`src/rtl/gamecube_pkg.sv`:
```
// Shared definitions for the GameCube single-wire transmitter and the vbit timer.
// A data bit is four virtual bits: a 0 is L,L,L,H and a 1 is L,H,H,H, sent MSB first.
package gamecube_pkg;

    typedef enum logic [1:0] {
        IDLE,
        DATA,
        STOP
    } gc_state_t;

    localparam logic [3:0] GC_ZERO_PATTERN  = 4'b0001;
    localparam logic [3:0] GC_ONE_PATTERN   = 4'b0111;
    localparam int         GC_VBITS_PER_BIT = 4;
    localparam logic [1:0] GC_LAST_VBIT     = 2'(GC_VBITS_PER_BIT - 1);

    // Line level for virtual bit vbitIdx (0 = first on the wire) of a data bit.
    function automatic logic gcVbitLevel(input logic bitVal, input logic [1:0] vbitIdx);
        logic [3:0] pattern;
        pattern = bitVal ? GC_ONE_PATTERN : GC_ZERO_PATTERN;
        return pattern[2'd3 - vbitIdx];
    endfunction

endpackage

```
`src/rtl/gamecube_vbit_timer.sv`:
```
// Virtual-bit timer: counts 0..CYCLES_PER_VBIT-1 and flags the terminal count
// (tick) and the mid-point sample slot (mid). Held at zero while clear is high.
module gamecube_vbit_timer #(
    parameter int CYCLES_PER_VBIT = 1
) (
    input  logic CLK,
    input  logic n_RST,
    input  logic clear,
    output logic tick,
    output logic mid
);

    localparam int            CW       = (CYCLES_PER_VBIT > 1) ? $clog2(CYCLES_PER_VBIT) : 1;
    localparam logic [CW-1:0] TERMINAL = CW'(CYCLES_PER_VBIT - 1);
    localparam logic [CW-1:0] MIDPOINT = CW'(CYCLES_PER_VBIT / 2);

    logic [CW-1:0] r_count;

    // Free-running vbit counter that wraps on the terminal count so every vbit is the same width.
    always_ff @(posedge CLK or negedge n_RST) begin
        if (!n_RST) begin
            r_count <= '0;
        end else if (clear || tick) begin
            r_count <= '0;
        end else begin
            r_count <= r_count + CW'(1);
        end
    end

    assign tick = (r_count == TERMINAL);
    assign mid  = (r_count == MIDPOINT);

endmodule

```
`src/rtl/gamecube_frame_transmitter.sv`:
```
// GameCube dataline frame transmitter: one-entry holding register feeding a
// shift register that is serialised as 4-vbit symbols, followed by a stop bit.
// Optional feature macro: GC_TX_COLLISION_CHECK_EN adds DATALINE_IN/COLLISION and
// aborts the frame when the wire reads low while we are driving it high.
module gamecube_frame_transmitter
    import gamecube_pkg::*;
#(
    parameter int CYCLES_PER_VBIT = 1
) (
    input  logic       CLK,
    input  logic       n_RST,
    input  logic [7:0] TX_DATA,
    input  logic       TX_VALID,
    input  logic       TX_LAST,
    output logic       TX_READY,
    output logic       DATALINE,
    output logic       DATALINE_OE,
    output logic       BUSY,
    output logic       DONE,
`ifdef GC_TX_COLLISION_CHECK_EN
    input  logic       DATALINE_IN,
    output logic       COLLISION,
`endif
    output logic       UNDERRUN
);

    gc_state_t  r_state;
    logic [2:0] r_bit_idx;
    logic [1:0] r_vbit_idx;
    logic [7:0] r_sh_data;
    logic       r_sh_last;
    logic [7:0] r_hold_data;
    logic       r_hold_last;
    logic       r_hold_valid;
    logic       r_dataline;
    logic       r_oe;
    logic       r_done;
    logic       r_underrun;

    logic       w_accept;
    logic       w_tick;
    logic       w_mid;
    logic       w_timer_clear;

    assign w_accept      = TX_VALID & ~r_hold_valid;
    assign w_timer_clear = (r_state == IDLE);

    gamecube_vbit_timer #(
        .CYCLES_PER_VBIT(CYCLES_PER_VBIT)
    ) u_vbit_timer (
        .CLK  (CLK),
        .n_RST(n_RST),
        .clear(w_timer_clear),
        .tick (w_tick),
        .mid  (w_mid)
    );

`ifdef GC_TX_COLLISION_CHECK_EN
    logic w_collision;
    logic r_collision;
    assign w_collision = (r_state != IDLE) && r_oe && r_dataline && w_mid && !DATALINE_IN;
    assign COLLISION   = r_collision;
`else
    logic w_unused_mid;
    assign w_unused_mid = w_mid;
`endif

    // Frame sequencer: holding register, shift register and registered line outputs,
    // where each line output is set to the level of the vbit that starts at this edge.
    always_ff @(posedge CLK or negedge n_RST) begin
        if (!n_RST) begin
            r_state      <= IDLE;
            r_bit_idx    <= '0;
            r_vbit_idx   <= '0;
            r_sh_data    <= '0;
            r_sh_last    <= 1'b0;
            r_hold_data  <= '0;
            r_hold_last  <= 1'b0;
            r_hold_valid <= 1'b0;
            r_dataline   <= 1'b1;
            r_oe         <= 1'b0;
            r_done       <= 1'b0;
            r_underrun   <= 1'b0;
`ifdef GC_TX_COLLISION_CHECK_EN
            r_collision  <= 1'b0;
`endif
        end else begin
            r_done     <= 1'b0;
            r_underrun <= 1'b0;
`ifdef GC_TX_COLLISION_CHECK_EN
            r_collision <= 1'b0;
`endif
            if (w_accept) begin
                r_hold_data  <= TX_DATA;
                r_hold_last  <= TX_LAST;
                r_hold_valid <= 1'b1;
            end

            case (r_state)
                IDLE: begin
                    r_dataline <= 1'b1;
                    r_oe       <= 1'b0;
                    if (r_hold_valid) begin
                        r_sh_data    <= r_hold_data;
                        r_sh_last    <= r_hold_last;
                        r_hold_valid <= 1'b0;
                        r_bit_idx    <= 3'd7;
                        r_vbit_idx   <= 2'd0;
                        r_dataline   <= gcVbitLevel(r_hold_data[7], 2'd0);
                        r_oe         <= 1'b1;
                        r_state      <= DATA;
                    end
                end
                DATA: begin
                    if (w_tick) begin
                        if (r_vbit_idx != GC_LAST_VBIT) begin
                            r_vbit_idx <= r_vbit_idx + 2'd1;
                            r_dataline <= gcVbitLevel(r_sh_data[r_bit_idx], r_vbit_idx + 2'd1);
                        end else if (r_bit_idx != 3'd0) begin
                            r_bit_idx  <= r_bit_idx - 3'd1;
                            r_vbit_idx <= 2'd0;
                            r_dataline <= gcVbitLevel(r_sh_data[r_bit_idx - 3'd1], 2'd0);
                        end else if (r_sh_last) begin
                            r_vbit_idx <= 2'd0;
                            r_dataline <= 1'b0;
                            r_state    <= STOP;
                        end else if (r_hold_valid) begin
                            r_sh_data    <= r_hold_data;
                            r_sh_last    <= r_hold_last;
                            r_hold_valid <= 1'b0;
                            r_bit_idx    <= 3'd7;
                            r_vbit_idx   <= 2'd0;
                            r_dataline   <= gcVbitLevel(r_hold_data[7], 2'd0);
                        end else begin
                            r_underrun <= 1'b1;
                            r_vbit_idx <= 2'd0;
                            r_dataline <= 1'b0;
                            r_state    <= STOP;
                        end
                    end
                end
                STOP: begin
                    if (w_tick) begin
                        if (r_vbit_idx == 2'd0) begin
                            r_vbit_idx <= 2'd1;
                            r_dataline <= 1'b1;
                        end else begin
                            r_vbit_idx <= 2'd0;
                            r_dataline <= 1'b1;
                            r_oe       <= 1'b0;
                            r_done     <= 1'b1;
                            r_state    <= IDLE;
                        end
                    end
                end
                default: begin
                    r_dataline <= 1'b1;
                    r_oe       <= 1'b0;
                    r_state    <= IDLE;
                end
            endcase

`ifdef GC_TX_COLLISION_CHECK_EN
            if (w_collision) begin
                r_collision <= 1'b1;
                r_dataline  <= 1'b1;
                r_oe        <= 1'b0;
                r_done      <= 1'b0;
                r_vbit_idx  <= 2'd0;
                r_state     <= IDLE;
            end
`endif
        end
    end

    assign TX_READY    = ~r_hold_valid;
    assign BUSY        = (r_state != IDLE);
    assign DATALINE    = r_dataline;
    assign DATALINE_OE = r_oe;
    assign DONE        = r_done;
    assign UNDERRUN    = r_underrun;

endmodule

```
`config.mk`:
```
export PLATFORM = sky130hd
export DESIGN_NAME = gamecube_frame_transmitter
export DESIGN_NICKNAME = d
export VERILOG_FILES = /design/src/rtl/gamecube_pkg.sv /design/src/rtl/gamecube_vbit_timer.sv /design/src/rtl/gamecube_frame_transmitter.sv
export SDC_FILE = /design/constraint.sdc
export NUM_CORES = 1
export LEC_CHECK = 0
export ABC_AREA = 1
export CAP_MARGIN = 10
export CORE_MARGIN = 2
export CORE_UTILIZATION = 50
export DETAILED_ROUTE_END_ITERATION = 16
export GPL_ROUTABILITY_DRIVEN = 0
export PLACE_DENSITY = 0.84
export SKIP_CTS_REPAIR_TIMING = 1
export SLEW_MARGIN = 20
export SYNTH_ARGS = -nofsm -noshare
export SYNTH_HDL_FRONTEND = slang
export SYNTH_SLANG_ARGS = --single-unit
```
`constraint.sdc`:
```
create_clock -name CLK -period 1.9 [get_ports CLK]
set_input_delay 0.285 -clock CLK [delete_from_list [all_inputs] [get_ports CLK]]
set_output_delay 0.285 -clock CLK [all_outputs]
set_load 0.02 [all_outputs]
```
Word level (Yosys, flattened, before mapping)
Index checks and enable logic that the tools add are counted.
- flip-flop bits (word level): 31
- bits of input ports: 12
- add/subtract/negate cells: 4
- $lt $le $gt $ge: 2
- equal/unequal tests: 12
- multiplexer cells: 65
- bitwise gates (word level): 4
- reductions and logical operators: 14
- operators by type and width (cell ; number):
    2-to-1 mux 8 bit ; 5
    2-to-1 mux 1 bit ; 32
    2-to-1 mux 2 bit ; 12
    2-to-1 mux 3 bit ; 6
    inequality test 2 bit, second input constant ; 8
    case mux 8 bit (2 select lines) ; 1
    case mux 2 bit (3 select lines) ; 2
    AND reduction 5 bit ; 2
    AND reduction 4 bit ; 2
    AND reduction 7 bit ; 1
    inequality test 3 bit, second input constant ; 2
    case mux 1 bit (3 select lines) ; 2
    case mux 3 bit (2 select lines) ; 1
    nonzero test 3 bit ; 2
    zero test 2 bit ; 2
    less-than comparator 3 x 4 -> 1 bit, second input constant ; 1
    case mux 1 bit (2 select lines) ; 2
    nonzero test 2 bit ; 2
    binary-select mux 1 bit (select 3 bit) ; 1
    less-than comparator 2 x 3 -> 1 bit, second input constant ; 1
    inverter 1 bit ; 3
    AND reduction 3 bit ; 1
    subtractor 3 x 1 -> 3 bit, second input constant ; 1
    adder 2 x 1 -> 2 bit, second input constant ; 1
    other kinds (8) ; 8

Logic depth before layout (Yosys ltp)
- depth after elaboration: 9
- depth in mapped cells: 10

Hierarchy
Synthesis repeated with hierarchy kept, for this count alone.
- cell total of the unflattened synthesis: 172
- area total of the unflattened synthesis: 1584.0 um^2
- by module, submodules not included (module ; instances ; cells each ; area each (um^2)):
    gamecube_frame_transmitter ; 1 ; 168 ; 1544.0
    gamecube_vbit_timer ; 1 ; 4 ; 40.0

Worst setup path after synthesis
No wires, ideal clock.
- kind: register to register
- start: reg r_state[1]
- end: reg r_hold_valid
- library setup time: 0.119 ns
- data arrival time: 1.427 ns
- path slack: 0.354 ns
- stages on the path, launching flop included: 9
- buffers on the path: 1
- clock period less this slack: 1.546 ns
- cell sequence: dfrtp_1 -> inv_1 -> ha_1 -> inv_2 -> o21ai_4 -> a21oi_2 -> nand2_4 -> buf_6 -> o21a_1
- cells in the longest elaborated chain, start to end: 2
- elaborated cells between the ends (all ways): 3
- RTL lines (what ; RTL line ; source):
    start: declaration ; gamecube_frame_transmitter.sv:27 ; gc_state_t r_state;
    start signal: assignment ; gamecube_frame_transmitter.sv:72 ; r_state <= IDLE;
    start signal: assignment ; gamecube_frame_transmitter.sv:111 ; r_state <= DATA;
    start signal: assignment ; gamecube_frame_transmitter.sv:126 ; r_state <= STOP;
    equality test 2 x 1 -> 1 bit or zero test 2 bit (tied branches) ; gamecube_frame_transmitter.sv:99 ; case (r_state)
    case mux 1 bit (2 select lines) * ; gamecube_frame_transmitter.sv:99 ;
    end signal: assignment ; gamecube_frame_transmitter.sv:96 ; r_hold_valid <= 1'b1;
    end signal: assignment ; gamecube_frame_transmitter.sv:106 ; r_hold_valid <= 1'b0;
    end signal: assignment ; gamecube_frame_transmitter.sv:130 ; r_hold_valid <= 1'b0;
    end: declaration ; gamecube_frame_transmitter.sv:34 ; logic r_hold_valid;
Mark *: on every way between the ends. The rest lies on a longest branch, timed or not.
A chain may end at the register's enable or synchronous reset.

Worst setup path after layout
- start: reg r_dataline, in the netlist DATALINE
- end: out DATALINE
- RTL lines (what ; RTL line ; source):
    start: declaration ; gamecube_frame_transmitter.sv:35 ; logic r_dataline;
    start signal: assignment ; gamecube_frame_transmitter.sv:109 ; r_dataline <= gcVbitLevel(r_hold_data[7], 2'd0);
    start signal: assignment ; gamecube_frame_transmitter.sv:118 ; r_dataline <= gcVbitLevel(r_sh_data[r_bit_idx], r_vbit_idx + 2'd1);
    start signal: assignment ; gamecube_frame_transmitter.sv:122 ; r_dataline <= gcVbitLevel(r_sh_data[r_bit_idx - 3'd1], 2'd0);
    end: declaration ; gamecube_frame_transmitter.sv:16 ; output logic DATALINE,
No word-level cell between the ends.

==> impl_metrics.csv <==
group,metric,value,unit
worst_setup_path,timing.critical_path.fanout_max,2,
worst_setup_path,critical-path-max-stage-delay,590,ps
sta,setup_total_negative_slack,0,ps
synth,yosys_register_bits,31,
worst_setup_path,crit_chain,"clkdlybuf4s50_1",
synth,synth_top_cell_area_share,49.63,%
die,initial_core_util,53.93,%
layout,area_growth_syn_to_layout,20.26,%
synth,synth_largest_area_cell,"sky130_fd_sc_hd__dfrtp_1",
worst_setup_path,timing.critical_path.arrival,1450,ps
die,core_region_area,0.002805,mm2
worst_setup_path,worst-endpoint-required,1620,ps
cts,clk_path_buf_depth,2,
worst_hold_path,hold_path.class,"primary input to async pin",
cts,cts.root.buffer_cell,"sky130_fd_sc_hd__clkbuf_4",
layout,drive_above_1_share,15.51,%
sta,period_minus_slack,1738,ps
layout,insertedDiodeCount,0,
synth,seq_area_frac_synth,51.36,%
grt,grtUsageMet2,35.56,%
cts,cts_made_buffers,5,
power,p_clk_share,17.0,%
synth,synth.area.top_cells,"sky130_fd_sc_hd__dfrtp_1 50%, sky130_fd_sc_hd__nand2_1 8.4%, sky130_fd_sc_hd__ha_1 6.6%",
route,drc_violations,0,
power,power_density_over_the_cells,1737,mW/mm2
layout,final_cells,218,
layout,most_common_cell_after_layout_fill_and_taps_aside,"sky130_fd_sc_hd__nand2_1",
grt,gr-usage-all-layers,20.41,%
route,wl,2867,um
placement,placed_cells,210,
cts,cts.clk_slew.worst_paths,110,ps
synth,postSynthNetCount,181,
grt,grt_pass1_vias,1244,
route,drt-vias-per-instance,5.569,
sta,setup_skew_after_layout,15.49,ps
grt,globalRoute.busiestLayer,"met2",
route,first_iter_violations,29,
worst_setup_path,timing.critical_path.slowest_stage_cell,"sky130_fd_sc_hd__clkdlybuf4s50_1",
route,remaining_number_of_nets_flagged_by_the_antenna_check_after_routing,0,
worst_setup_path,cp-start-kind,"flop",
grt,grt_start_max_net_pins,32,
die,floorplan.die.width,59.01,um
grt,first_pass_grt_wire_length,5292,um
layout,postLayoutCellArea,0.001819,mm2
route,wire_per_inst,13.15,um
synth,syn_area,0.001513,mm2
die,die_area,0.003482,mm2
die,std_cell_rows,19,
route,vias_after_detailed_routing,1214,
grt,fraction_of_met1_tracks_used_by_global_routing,23.55,%
placement,detailed_place_hpwl,2156,um
synth,yosysUniqueCellTypes,30,
placement,placement.io_buffers,17,
worst_setup_path,worst_path_dominant_cell_family,"buffers and inverters",
worst_setup_path,worst-setup-path-type,"flop to output pin",
grt,gr-usage-met3,5.459,%
cts,cts_htree_levels,2,
run,drv.max_cap_violation_count,0,
synth,yosysWarnings,0,
power,power_frac_comb,46.9,%
sta,final_slew_viol_count,0,
cts,clkLatencyLatePin,340,ps
layout,fin_nets,206,
sta,grt_setup_unrepaired,"no",
power,internal-power,1.844,mW
die,top_ports,18,
worst_setup_path,critPathBufInv,1,
cts,clock_tree_from_tritoncts,"built",
grt,grt_overflow,0,
sta,fmaxAchievable,575.3,MHz
synth,syn_area_per_cell,9.396,um2
synth,number_of_instances_in_the_synthesized_netlist,161,
power,power_frac_seq,36.1,%
power,power.net_switching,1.316,mW
power,report.power.total,3.160,mW
grt,antenna_violations_before_repair,0,
power,sw_frac_of_total,41.64,%
run_status,outcome,"complete, no violations",
sta,finalHoldViolations,0,
power,irDropWorstVdd,0.001095,V
cts,clock_sink_count,31,
sta,report.final.setup_viol,0,
die,die_height,59.01,um
route,detailedRoute.firstPassIterationCount,4,
power,p_leak,0.9144,nW
sta,post-route-period-util,91.48,%
worst_setup_path,cp-end-kind,"output pin",
placement,dpl_cell_area,0.001728,mm2
layout,highest_count_cells_in_the_layout_ignoring_fill_and_taps,"34 x sky130_fd_sc_hd__nand2_1, 30 x sky130_fd_sc_hd__dfrtp_1, 17 x sky130_fd_sc_hd__inv_1",
-- routing by layer --
layer / vias up / wire [um]
met5: - / 0
met4: 0 / 60
met3: 11 / 132
met2: 35 / 1475
met1: 583 / 1197
li1: 585 / -
-- final timing paths --
check / endpoint / slack, ps / depth (start not counted) / startpoint
min: r_sh_data[1] / 340 / 2 / n_RST
max reg2reg: r_state[0] / 170 / 7 / r_state[1]
min reg2reg: r_sh_data[5] / 490 / 2 / r_sh_data[5]
max: DATALINE / 160 / 1 / DATALINE
min in group CLK: r_sh_data[5] / 490 / 2 / r_sh_data[5]
max in group asynchronous: DATALINE / 1240 / 2 / n_RST
-- stage by stage --
step / util (%) / hold slack, ps / worst slack (ps)
after global placement: 61.60 / 458.6 / 226.7
after detailed placement: 61.60 / 462.6 / 147.3
final: 64.85 / 335.3 / 161.9
after floorplan: - / -10.59 / 354.2
after CTS: 64.67 / 349.5 / -236.7
after global routing: 64.85 / 358.0 / 25.69
-- power by group through the flow --
stage,combinational (mW),sequential [mW],clock [mW]
floorplan,1.10,1.13,0
global placement,1.40,1.13,0
detailed placement,1.47,1.15,0
CTS,1.49,1.14,0.548
global route,1.67,1.18,0.571
finish,1.48,1.14,0.538
-- cells by family (layout without fill, tap and decap cells) --
| kind of cell | count (synthesis) | count (layout) | share of synthesized area [%] |
|---|---|---|---|
| simple gates | 69 | 69 | 20.68 |
| compound gates | 28 | 28 | 12.57 |
| flops | 31 | 31 | 51.37 |
| mux | 4 | 4 | 2.977 |
| buf+inv | 20 | 46 | 5.541 |
| other cells | 1 | 1 | 0.2479 |
| fa+ha+maj | 8 | 8 | 6.617 |
-- layout make-up --
cell class	instances	area (um2)
inverters	18	67.56
repair buffers	20	197.7
flip-flops and latches	31	777.0
multi-input cells	110	651.9
clock inverters	2	35.03
clock buffers	6	51.30
fillers	228	985.9
well taps	31	38.79
-- flip-flops by register name (all words and copies together) (netlist names) --
| name | cells |
|---|---|
| u_vbit_timer.r_count | 1 |
| UNDERRUN | 1 |
| r_bit_idx | 3 |
| r_sh_data | 8 |
| r_sh_last | 1 |
| r_hold_last | 1 |
| DATALINE_OE | 1 |
| DONE | 1 |
| r_hold_data | 8 |
| DATALINE | 1 |
| r_state | 2 |
| r_hold_valid | 1 |
| r_vbit_idx | 2 |
-- Yosys cell counts, drive strengths merged --
cell type	number
conb	1
inv	18
mux2	4
o21ai	9
o22ai	2
nand3	14
nor3b	1
ha	8
nand4	1
dfstp	1
a21oi	12
and3	1
o211ai	1
buf	2
dfrtp	30
o31ai	1
nor2	10
o2111ai	1
nand2	38
o21a	1
a211oi	1
nor3	4
Power figures use the tool's default switching activity.
